--- src/rtl/ion_framer_pkg.sv ---
// ---------------------------------------------------------------------------
// ion_framer_pkg
// Shared definitions for the ion sensor framer: FSM state encoding, packet
// and frame geometry, default header byte, and helpers that slice a packet
// into frame data bytes and compute the frame checksum.
// ---------------------------------------------------------------------------
package ion_framer_pkg;

   localparam int unsigned PKT_W            = 110;
   localparam int unsigned FRAME_DATA_BYTES = 14;
   localparam int unsigned PADDED_W         = 8 * FRAME_DATA_BYTES;  // 112
   localparam logic [7:0]  DEFAULT_HEADER   = 8'hA5;

   typedef enum logic [1:0] {
      ST_IDLE     = 2'd0,
      ST_HEADER   = 2'd1,
      ST_DATA     = 2'd2,
      ST_CHECKSUM = 2'd3
   } state_t;

   // Data byte k of a frame: the packet zero-extended to 112 bits and read
   // MSB first, so byte 0 carries the two pad bits plus packet bits 109:104.
   function automatic logic [7:0] frame_byte(input logic [PKT_W-1:0] pkt,
                                             input logic [3:0]       k);
      logic [PADDED_W-1:0] padded;
      padded = {{(PADDED_W - PKT_W){1'b0}}, pkt};
      return padded[(PADDED_W - 1 - 8 * int'(k)) -: 8];
   endfunction

   // XOR of the 14 data bytes; the header byte is not covered.
   function automatic logic [7:0] frame_checksum(input logic [PKT_W-1:0] pkt);
      logic [7:0] acc;
      acc = 8'h00;
      for (int k = 0; k < int'(FRAME_DATA_BYTES); k++) begin
         acc = acc ^ frame_byte(pkt, 4'(k));
      end
      return acc;
   endfunction

endpackage

--- src/rtl/ion_framer_pkt_fifo2.sv ---
// ---------------------------------------------------------------------------
// pkt_fifo2
// Two-entry synchronous FIFO holding whole sensor packets.
//   clock    : system clock, rising edge
//   resetn   : asynchronous active-low reset (empties the FIFO)
//   wr_en    : write request; accepted when not full, or when full and a
//              read happens on the same edge
//   wr_data  : packet to write
//   rd_en    : pop the head entry
//   rd_data  : head entry (valid while empty = 0)
//   full     : both entries occupied
//   empty    : no entries occupied
// ---------------------------------------------------------------------------
module pkt_fifo2
   import ion_framer_pkg::*;
(
   input  logic             clock,
   input  logic             resetn,
   input  logic             wr_en,
   input  logic [PKT_W-1:0] wr_data,
   input  logic             rd_en,
   output logic [PKT_W-1:0] rd_data,
   output logic             full,
   output logic             empty
);

   logic [PKT_W-1:0] mem [2];
   logic             wr_ptr;
   logic             rd_ptr;
   logic [1:0]       count;
   logic             push;
   logic             pop;

   assign full  = (count == 2'd2);
   assign empty = (count == 2'd0);
   assign pop   = rd_en && !empty;
   // When full, the write slot is the head slot; it is only overwritten on
   // the edge that pops the head, so a frame in flight never sees it change.
   assign push  = wr_en && (!full || pop);

   assign rd_data = mem[rd_ptr];

   // NOTE: packet storage has no reset; the pointers and count already mark
   // every entry invalid, so clearing 220 data flops would buy nothing.
   always_ff @(posedge clock) begin
      if (push) begin
         mem[wr_ptr] <= wr_data;
      end
   end

   // NOTE: sequential state uses non-blocking assignments so every register
   // samples pre-edge values regardless of statement order.
   always_ff @(posedge clock or negedge resetn) begin
      if (!resetn) begin
         wr_ptr <= 1'b0;
         rd_ptr <= 1'b0;
         count  <= 2'd0;
      end else begin
         if (push) wr_ptr <= ~wr_ptr;
         if (pop)  rd_ptr <= ~rd_ptr;
         case ({push, pop})
            2'b10:   count <= count + 2'd1;
            2'b01:   count <= count - 2'd1;
            default: count <= count;
         endcase
      end
   end

endmodule

--- src/rtl/ion_framer.sv ---
// ---------------------------------------------------------------------------
// ion_framer
// Buffers 110-bit sensor packets in a 2-entry FIFO and serialises each one
// as a 16-byte frame: header byte, 14 data bytes (MSB first), XOR checksum.
//   clock       : system clock, rising edge
//   resetn      : asynchronous active-low reset
//   ready_in    : packet strobe, only bit 0 is used
//   data_in     : sensor packet, sampled when ready_in[0] = 1
//   byte_out    : current frame byte (8'h00 while byte_valid = 0)
//   byte_valid  : byte_out holds a frame byte
//   byte_ready  : transmitter accepts byte_out this cycle
//   busy        : frame in progress or packets waiting
//   overflow    : sticky, a packet was dropped on a full FIFO
//   frames_sent : completed frame count, wraps at 16 bits
// ---------------------------------------------------------------------------
module ion_framer
   import ion_framer_pkg::*;
#(
   parameter logic [7:0] HEADER_BYTE = DEFAULT_HEADER
) (
   input  logic             clock,
   input  logic             resetn,
   input  logic [7:0]       ready_in,
   input  logic [PKT_W-1:0] data_in,
   output logic [7:0]       byte_out,
   output logic             byte_valid,
   input  logic             byte_ready,
   output logic             busy,
   output logic             overflow,
   output logic [15:0]      frames_sent
);

   localparam logic [3:0] LAST_IDX = 4'(FRAME_DATA_BYTES - 1);

   state_t           state;
   logic [3:0]       idx;
   logic [PKT_W-1:0] head;
   logic             fifo_full;
   logic             fifo_empty;
   logic             pop;
   logic             drop;
   logic             unused_strobe_bits;

   // Upper strobe bits carry no meaning for this block.
   assign unused_strobe_bits = ^ready_in[7:1];

   // The head is released on the checksum transfer, the same edge that
   // completes the frame.
   assign pop  = (state == ST_CHECKSUM) && byte_ready;
   assign drop = ready_in[0] && fifo_full && !pop;
   assign busy = (state != ST_IDLE) || !fifo_empty;

   pkt_fifo2 u_fifo (
      .clock   (clock),
      .resetn  (resetn),
      .wr_en   (ready_in[0]),
      .wr_data (data_in),
      .rd_en   (pop),
      .rd_data (head),
      .full    (fifo_full),
      .empty   (fifo_empty)
   );

   // Outputs are registered alongside the state, so byte_out/byte_valid hold
   // steady whenever the transmitter stalls.
   always_ff @(posedge clock or negedge resetn) begin
      if (!resetn) begin
         state       <= ST_IDLE;
         idx         <= 4'd0;
         byte_out    <= 8'h00;
         byte_valid  <= 1'b0;
         frames_sent <= 16'h0000;
      end else begin
         case (state)
            ST_IDLE: begin
               if (!fifo_empty) begin
                  state      <= ST_HEADER;
                  byte_valid <= 1'b1;
                  byte_out   <= HEADER_BYTE;
               end
            end
            ST_HEADER: begin
               if (byte_ready) begin
                  state    <= ST_DATA;
                  idx      <= 4'd0;
                  byte_out <= frame_byte(head, 4'd0);
               end
            end
            ST_DATA: begin
               if (byte_ready) begin
                  if (idx == LAST_IDX) begin
                     state    <= ST_CHECKSUM;
                     byte_out <= frame_checksum(head);
                  end else begin
                     idx      <= idx + 4'd1;
                     byte_out <= frame_byte(head, idx + 4'd1);
                  end
               end
            end
            ST_CHECKSUM: begin
               if (byte_ready) begin
                  // Returning through IDLE guarantees a gap cycle between frames.
                  state       <= ST_IDLE;
                  idx         <= 4'd0;
                  byte_valid  <= 1'b0;
                  byte_out    <= 8'h00;
                  frames_sent <= frames_sent + 16'd1;
               end
            end
            default: begin
               state      <= ST_IDLE;
               byte_valid <= 1'b0;
               byte_out   <= 8'h00;
            end
         endcase
      end
   end

   always_ff @(posedge clock or negedge resetn) begin
      if (!resetn) begin
         overflow <= 1'b0;
      end else if (drop) begin
         overflow <= 1'b1;
      end
   end

endmodule

--- config.mk ---
export PLATFORM = sky130hd
export DESIGN_NAME = ion_framer
export DESIGN_NICKNAME = d
export VERILOG_FILES = /design/src/rtl/ion_framer_pkg.sv /design/src/rtl/ion_framer_pkt_fifo2.sv /design/src/rtl/ion_framer.sv
export SDC_FILE = /design/constraint.sdc
export NUM_CORES = 1
export LEC_CHECK = 0
export ABC_AREA = 1
export CORE_UTILIZATION = 57
export CTS_CLUSTER_DIAMETER = 30
export DETAILED_ROUTE_END_ITERATION = 8
export GPL_TIMING_DRIVEN = 0
export PLACE_DENSITY = 0.81
export SETUP_SLACK_MARGIN = 0.4
export SLEW_MARGIN = 20
export SYNTH_ARGS = -nofsm -noshare
export SYNTH_HDL_FRONTEND = slang
export SYNTH_SLANG_ARGS = --single-unit
--- constraint.sdc ---
create_clock -name clock -period 8.2 [get_ports clock]
set_clock_uncertainty 0.15 [all_clocks]
set_input_delay 1.64 -clock clock [delete_from_list [all_inputs] [get_ports clock]]
set_output_delay 1.64 -clock clock [all_outputs]
set_load 0.05 [all_outputs]
Word level (Yosys, flattened, before mapping)
Memories as Yosys holds them, arrays and structs flattened.
Index checks and enable logic that the tools add are counted.

storage, ports and cells
  register bits = 36
  memory bits (writable) = 220
  input bits = 121
  output and inout port bits = 27
  word-level logic and storage cells = 89
  memories kept = 1

operators by class
  add/sub/neg operators = 5
  eq/ne operators = 14
  shift operators = 1
  mux-type cells = 22
  bitwise logic cells = 15
  reduce and logical (&&, ||, !) cells = 22

memories
  name        words  width  read ports  clocked after Yosys merged registers in  wr ports  RTL line                    text
  u_fifo.mem  2      110    1           0                                        1         ion_framer_pkt_fifo2.sv:27  logic [PKT_W-1:0] mem [2];

operators with widths
  kind                     count
  $shiftx A119 B33 Y8      1
  $xor A8 B8 Y8            12
  $mux W8                  5
  $pmux W8 S4              1
  $add A16 B1 Y16 const B  1
  $mux W4                  3
  $ne A2 B2 Y1 const B     6
  $mux W2                  5
  $eq A2 B2 Y1 const B     4
  $pmux W2 S4              1
  $pmux W4 S2              1
  $reduce_and A4 Y1        2
  $reduce_bool A2 Y1       4
  $sub A7 B7 Y8 const A    1
  $xor A6 B8 Y8            1
  $logic_and A1 B1 Y1      5
  $reduce_and A5 Y1        1
  $add A4 B1 Y4 const B    1
  $eq A2 B1 Y1 const B     2
  $eq A4 B4 Y1 const B     1
  $logic_not A2 Y1         2
  $mux W1                  4
  $pmux W2 S2              1
  $logic_not A1 Y1         3
  other kinds (9)          11

Logic depth before layout (Yosys ltp)
An unclocked memory read counts as a cell.

  depth in word-level cells = 17
  gate-level depth with buffers = 19
  mapped depth without buffers = 17

Modules after synthesis
A second synthesis with hierarchy kept.

second synthesis, totals
  cells, all modules = 1282
  area total of the unflattened synthesis = 12308.1 um^2

modules (own cells, without submodules)
  module      times used  cells an instance  area each (um^2)  sequential area each (um^2)
  pkt_fifo2   1           604                8211.6            6706.4
  ion_framer  1           678                4096.4            800.8

Worst setup path after synthesis
Ideal clock, no wire load.

  kind = input to register
  start point = in byte_ready
  end point = mem u_fifo.mem[1][0], enable pin
  library setup time = 581 ps
  arrival time = 6617 ps
  data required time = 7469 ps
  setup slack = 852 ps
  cell stages on the path = 4
  buffers on the path = 0
  cells stage by stage = nand2_2 a21oi_1 inv_1 nor2_1

on the way
  cells in the longest elaborated chain, start to end = 6

ends and longest elaborated chain
  item                           RTL line                    text
  start: declaration             ion_framer.sv:27            input logic byte_ready,
  $logic_and A1 B1 Y1            ion_framer.sv:49            assign pop = (state == ST_CHECKSUM) && byte_ready;
  $logic_and A1 B1 Y1            ion_framer_pkt_fifo2.sv:36  assign pop = rd_en && !empty;
  $logic_or A1 B1 Y1             ion_framer_pkt_fifo2.sv:39  assign push = wr_en && (!full || pop);
  $logic_and A1 B1 Y1            ion_framer_pkt_fifo2.sv:39
  $mux W1                        ion_framer_pkt_fifo2.sv:46  if (push) begin
  $mux W1 (implied by the code)  ion_framer_pkt_fifo2.sv:47  mem[wr_ptr] <= wr_data;
  end: declaration               ion_framer_pkt_fifo2.sv:27

No other way between the ends.

Worst setup path after layout
  start point = reg state[0]
  end point = out busy

on the way
  cells in the longest elaborated chain, start to end = 2

ends and longest elaborated chain
  item                      RTL line          text
  start: declaration        ion_framer.sv:35  state_t state;
  start signal: assignment  ion_framer.sv:68  state <= ST_IDLE;
  start signal: assignment  ion_framer.sv:77  state <= ST_HEADER;
  start signal: assignment  ion_framer.sv:84  state <= ST_DATA;
  $reduce_bool A2 Y1        ion_framer.sv:51  assign busy = (state != ST_IDLE) || !fifo_empty;
  $logic_or A1 B1 Y1        ion_framer.sv:51
  end: declaration          ion_framer.sv:28  output logic busy,

No other way between the ends.

==> reports/results.txt <==
Area contributors post-synth: edfxtp_1 (50%), nand2_1 (17%), dfrtp_1 (6.8%), inv_1 (5.2%), nand3_1 (3.1%)
Top delay family on crit path: buffers and inverters
via count: 11,400
Post-Layout Cell Count: 2,034
Core ar.: 22,700 µm²
flops & latches, synth: 256
final layout net count: 1,835
hold crit path type: flip-flop to flip-flop
synth warn: 0
synthesized instance count: 1,500
row cnt: 55
Slowest Stage Delay on Critical Path: 0.83 ns
Relative slew margins: 0.265
Total GRT Usage: 0.334
sequential area share after synthesis: 0.568
outcome: finished clean
Syn Area/Cell: 8.80 µm²
worst slew pin tran: 1.10 ns
CTS Buf Count: 53
largest net degree at the start of global routing: 28
final setup fails: 0
final antenna-violating net count: 0
EDFF count, synth: 220
Final Max Slew Viols: 0
Avg Vias per Cell: 5.60
syn_nets: 1,630
crit path cell chain: inv_1, ha_1, nand2_1, clkdlybuf4s50_1
placed insts: 1,935
vias in the first global route: 11,300
Hold Violations, Final: 0
Post-CTS Setup Bufs: 0
Worst setup SP type: flip-flop
Clock Path Buffers: 3
initial drt markers: 1,288
Critical Path Fanout Max: 5
Syn Std Cell Area: 13,200 µm²
CTS Sinks: 256
initial antenna violation count: 0
Final GP Congestion: 0.939
CP endpoint kind: output port
Async SR Flop Fraction: 0.141
max_cap viols: 0
total length of routed wires: 38,600 µm
DIE AREA: 23,800 µm²
crit path time final: 4.02 ns
Cell variety after synth: 38
H-tree Lvls: 2
CP required: 6.41 ns
hold-fix buffers at CTS: 0
crit path setup slack, layout: 4.18 ns
top-count cell post-synth: nand2_1
antenna fix cells: 0
fraction of layout cells with a size suffix above 1: 0.0989
Area Growth Syn to Fin: 29.6%
fmax: 249 MHz
Synth top cells by count: nand2_1 (586), edfxtp_1 (220), inv_1 (183), nand3_1 (83), nor2_1 (77)
I/O Pins: 148
Synth Flop Type: edfxtp_1
kind of critical path: flip-flop to output port
clock latency on the worst-skew pair: 0.56 ns
Final HPWL DP: 26,800 µm
total gr overflow: 0
Initial Util: 0.582
Leak Pwr: 0.00772 µW
unrepaired setup endpoints after global routing: false
router iterations before antenna repair: 6
slowest CP cell: clkdlybuf4s50_1
fillers: 1,540
Die Y: 154 µm
CTS clk-pin slew, worst paths: 0.05 ns
area fraction of the dominant cell type after synthesis: 0.500
arrival time at the worst endpoint: 2.23 ns
Tcrit/Tclk final: 0.490
P per Cell Area: 461 nW/µm²
pre-CTS setup slack: 3.89 ns
DR DRC count: 0
I/O Buffers: 140
Core Util, Final: 0.753
root buf cell: clkbuf_16
post-CTS sizing: 0
routed length per instance: 19.0 µm
CTS tree: done
Max IR drop VDD: 248 µV
global-route wire length before repair: 59,900 µm
Fin Setup TNS: 0 ns
critical path buffer and inverter count: 2
Die Wd: 154 µm
leading area contributor after synthesis: edfxtp_1
-- layout by cell type, fill, tap and decap left out, drive strengths merged, types with 27 or more instances in the layout --
master         count
a21oi             27
buf               45
clkbuf            79
clkdlybuf4s50    139
dfrtp             36
edfxtp           220
inv              198
nand2            589
nand3             83
nor2              80
o211ai            28
o21ai             99
xor2              32
-- where the power goes --
group | internal (µW) | switching, µW
clock | 1510 | 720
sequential | 1780 | 127
combinational | 1190 | 2560
-- layout make-up --
class	instances	area (µm²)	area share
multi-input combinational	1000	4650	0.272
tap	285	357	0.0208
sequential	256	7510	0.439
inverter	193	727	0.0425
timing repair buffer	150	1640	0.0959
clock inverter	37	417	0.0243
buffer	51	333	0.0195
clock buffer	62	1480	0.0862
-- per-layer routing --
metal	vias to the layer above	global-route usage	routed length (µm)	part of all wire
li1	5276	-	-	-
met1	5314	0.432	15200	0.39
met2	660	0.538	17900	0.46
met3	146	0.0647	3570	0.092
met4	0	0.179	1960	0.051
met5	-	0	0	0
-- final timing paths --
kind / from / endpoint / slack, ns / cells after the start
setup / recovery: state[0]$_DFFE_PN0P_ / busy / 4.18 / 4
hold / removal: frames_sent[14]$_DFFE_PN0P_ / frames_sent[14]$_DFFE_PN0P_ / 0.34 / 1
setup reg to reg: idx[0]$_DFFE_PN0P_ / byte_out[1]$_DFFE_PN0P_ / 4.34 / 18
hold reg to reg: frames_sent[14]$_DFFE_PN0P_ / frames_sent[14]$_DFFE_PN0P_ / 0.34 / 1
max in group asynchronous: resetn / u_fifo.count[1]$_DFFE_PN0P_ / 6.57 / 2
min in group asynchronous: resetn / byte_out[7]$_DFFE_PN0P_ / 0.87 / 1
-- metrics by stage --
step / cell area (µm²) / total power [µW] / hold slack [ns]
2_1_floorplan: 13200 / 4440 / 0.348
3_3_place_gp: 15000 / 5410 / 0.315
3_5_place_dp: 15200 / 5540 / 0.325
4_1_cts: 17100 / 7800 / 0.338
5_1_grt: 17100 / 8360 / 0.368
6_report: 17100 / 7890 / 0.335
-- worst register-to-register path, delay by kind of cell, from the launching register on --
kind	cells	cell delay, ns
AO/OA/AOI/OAI	2	0.19
adder cells (fa/ha/maj)	2	0.59
buffers and inverters	5	1.57
flip-flops	1	0.46
AND/OR/NAND/NOR	9	0.80
-- flip-flops by register name, summed over array words and instances, names as in the netlist --
name           cells
byte_valid         1
u_fifo.wr_ptr      1
overflow           1
state              2
u_fifo.mem       220
frames_sent       16
u_fifo.rd_ptr      1
byte_out           8
u_fifo.count       2
idx                4
-- cells by family after synthesis --
group / synth area share
AND/OR/NAND/NOR: 0.235
flip-flops: 0.568
buffers and inverters: 0.0802
AO/OA/AOI/OAI: 0.0712
XOR/XNOR: 0.0358
adder cells (fa/ha/maj): 0.00853
multiplexers: 0.000853
(Power assumes the default switching activity.)
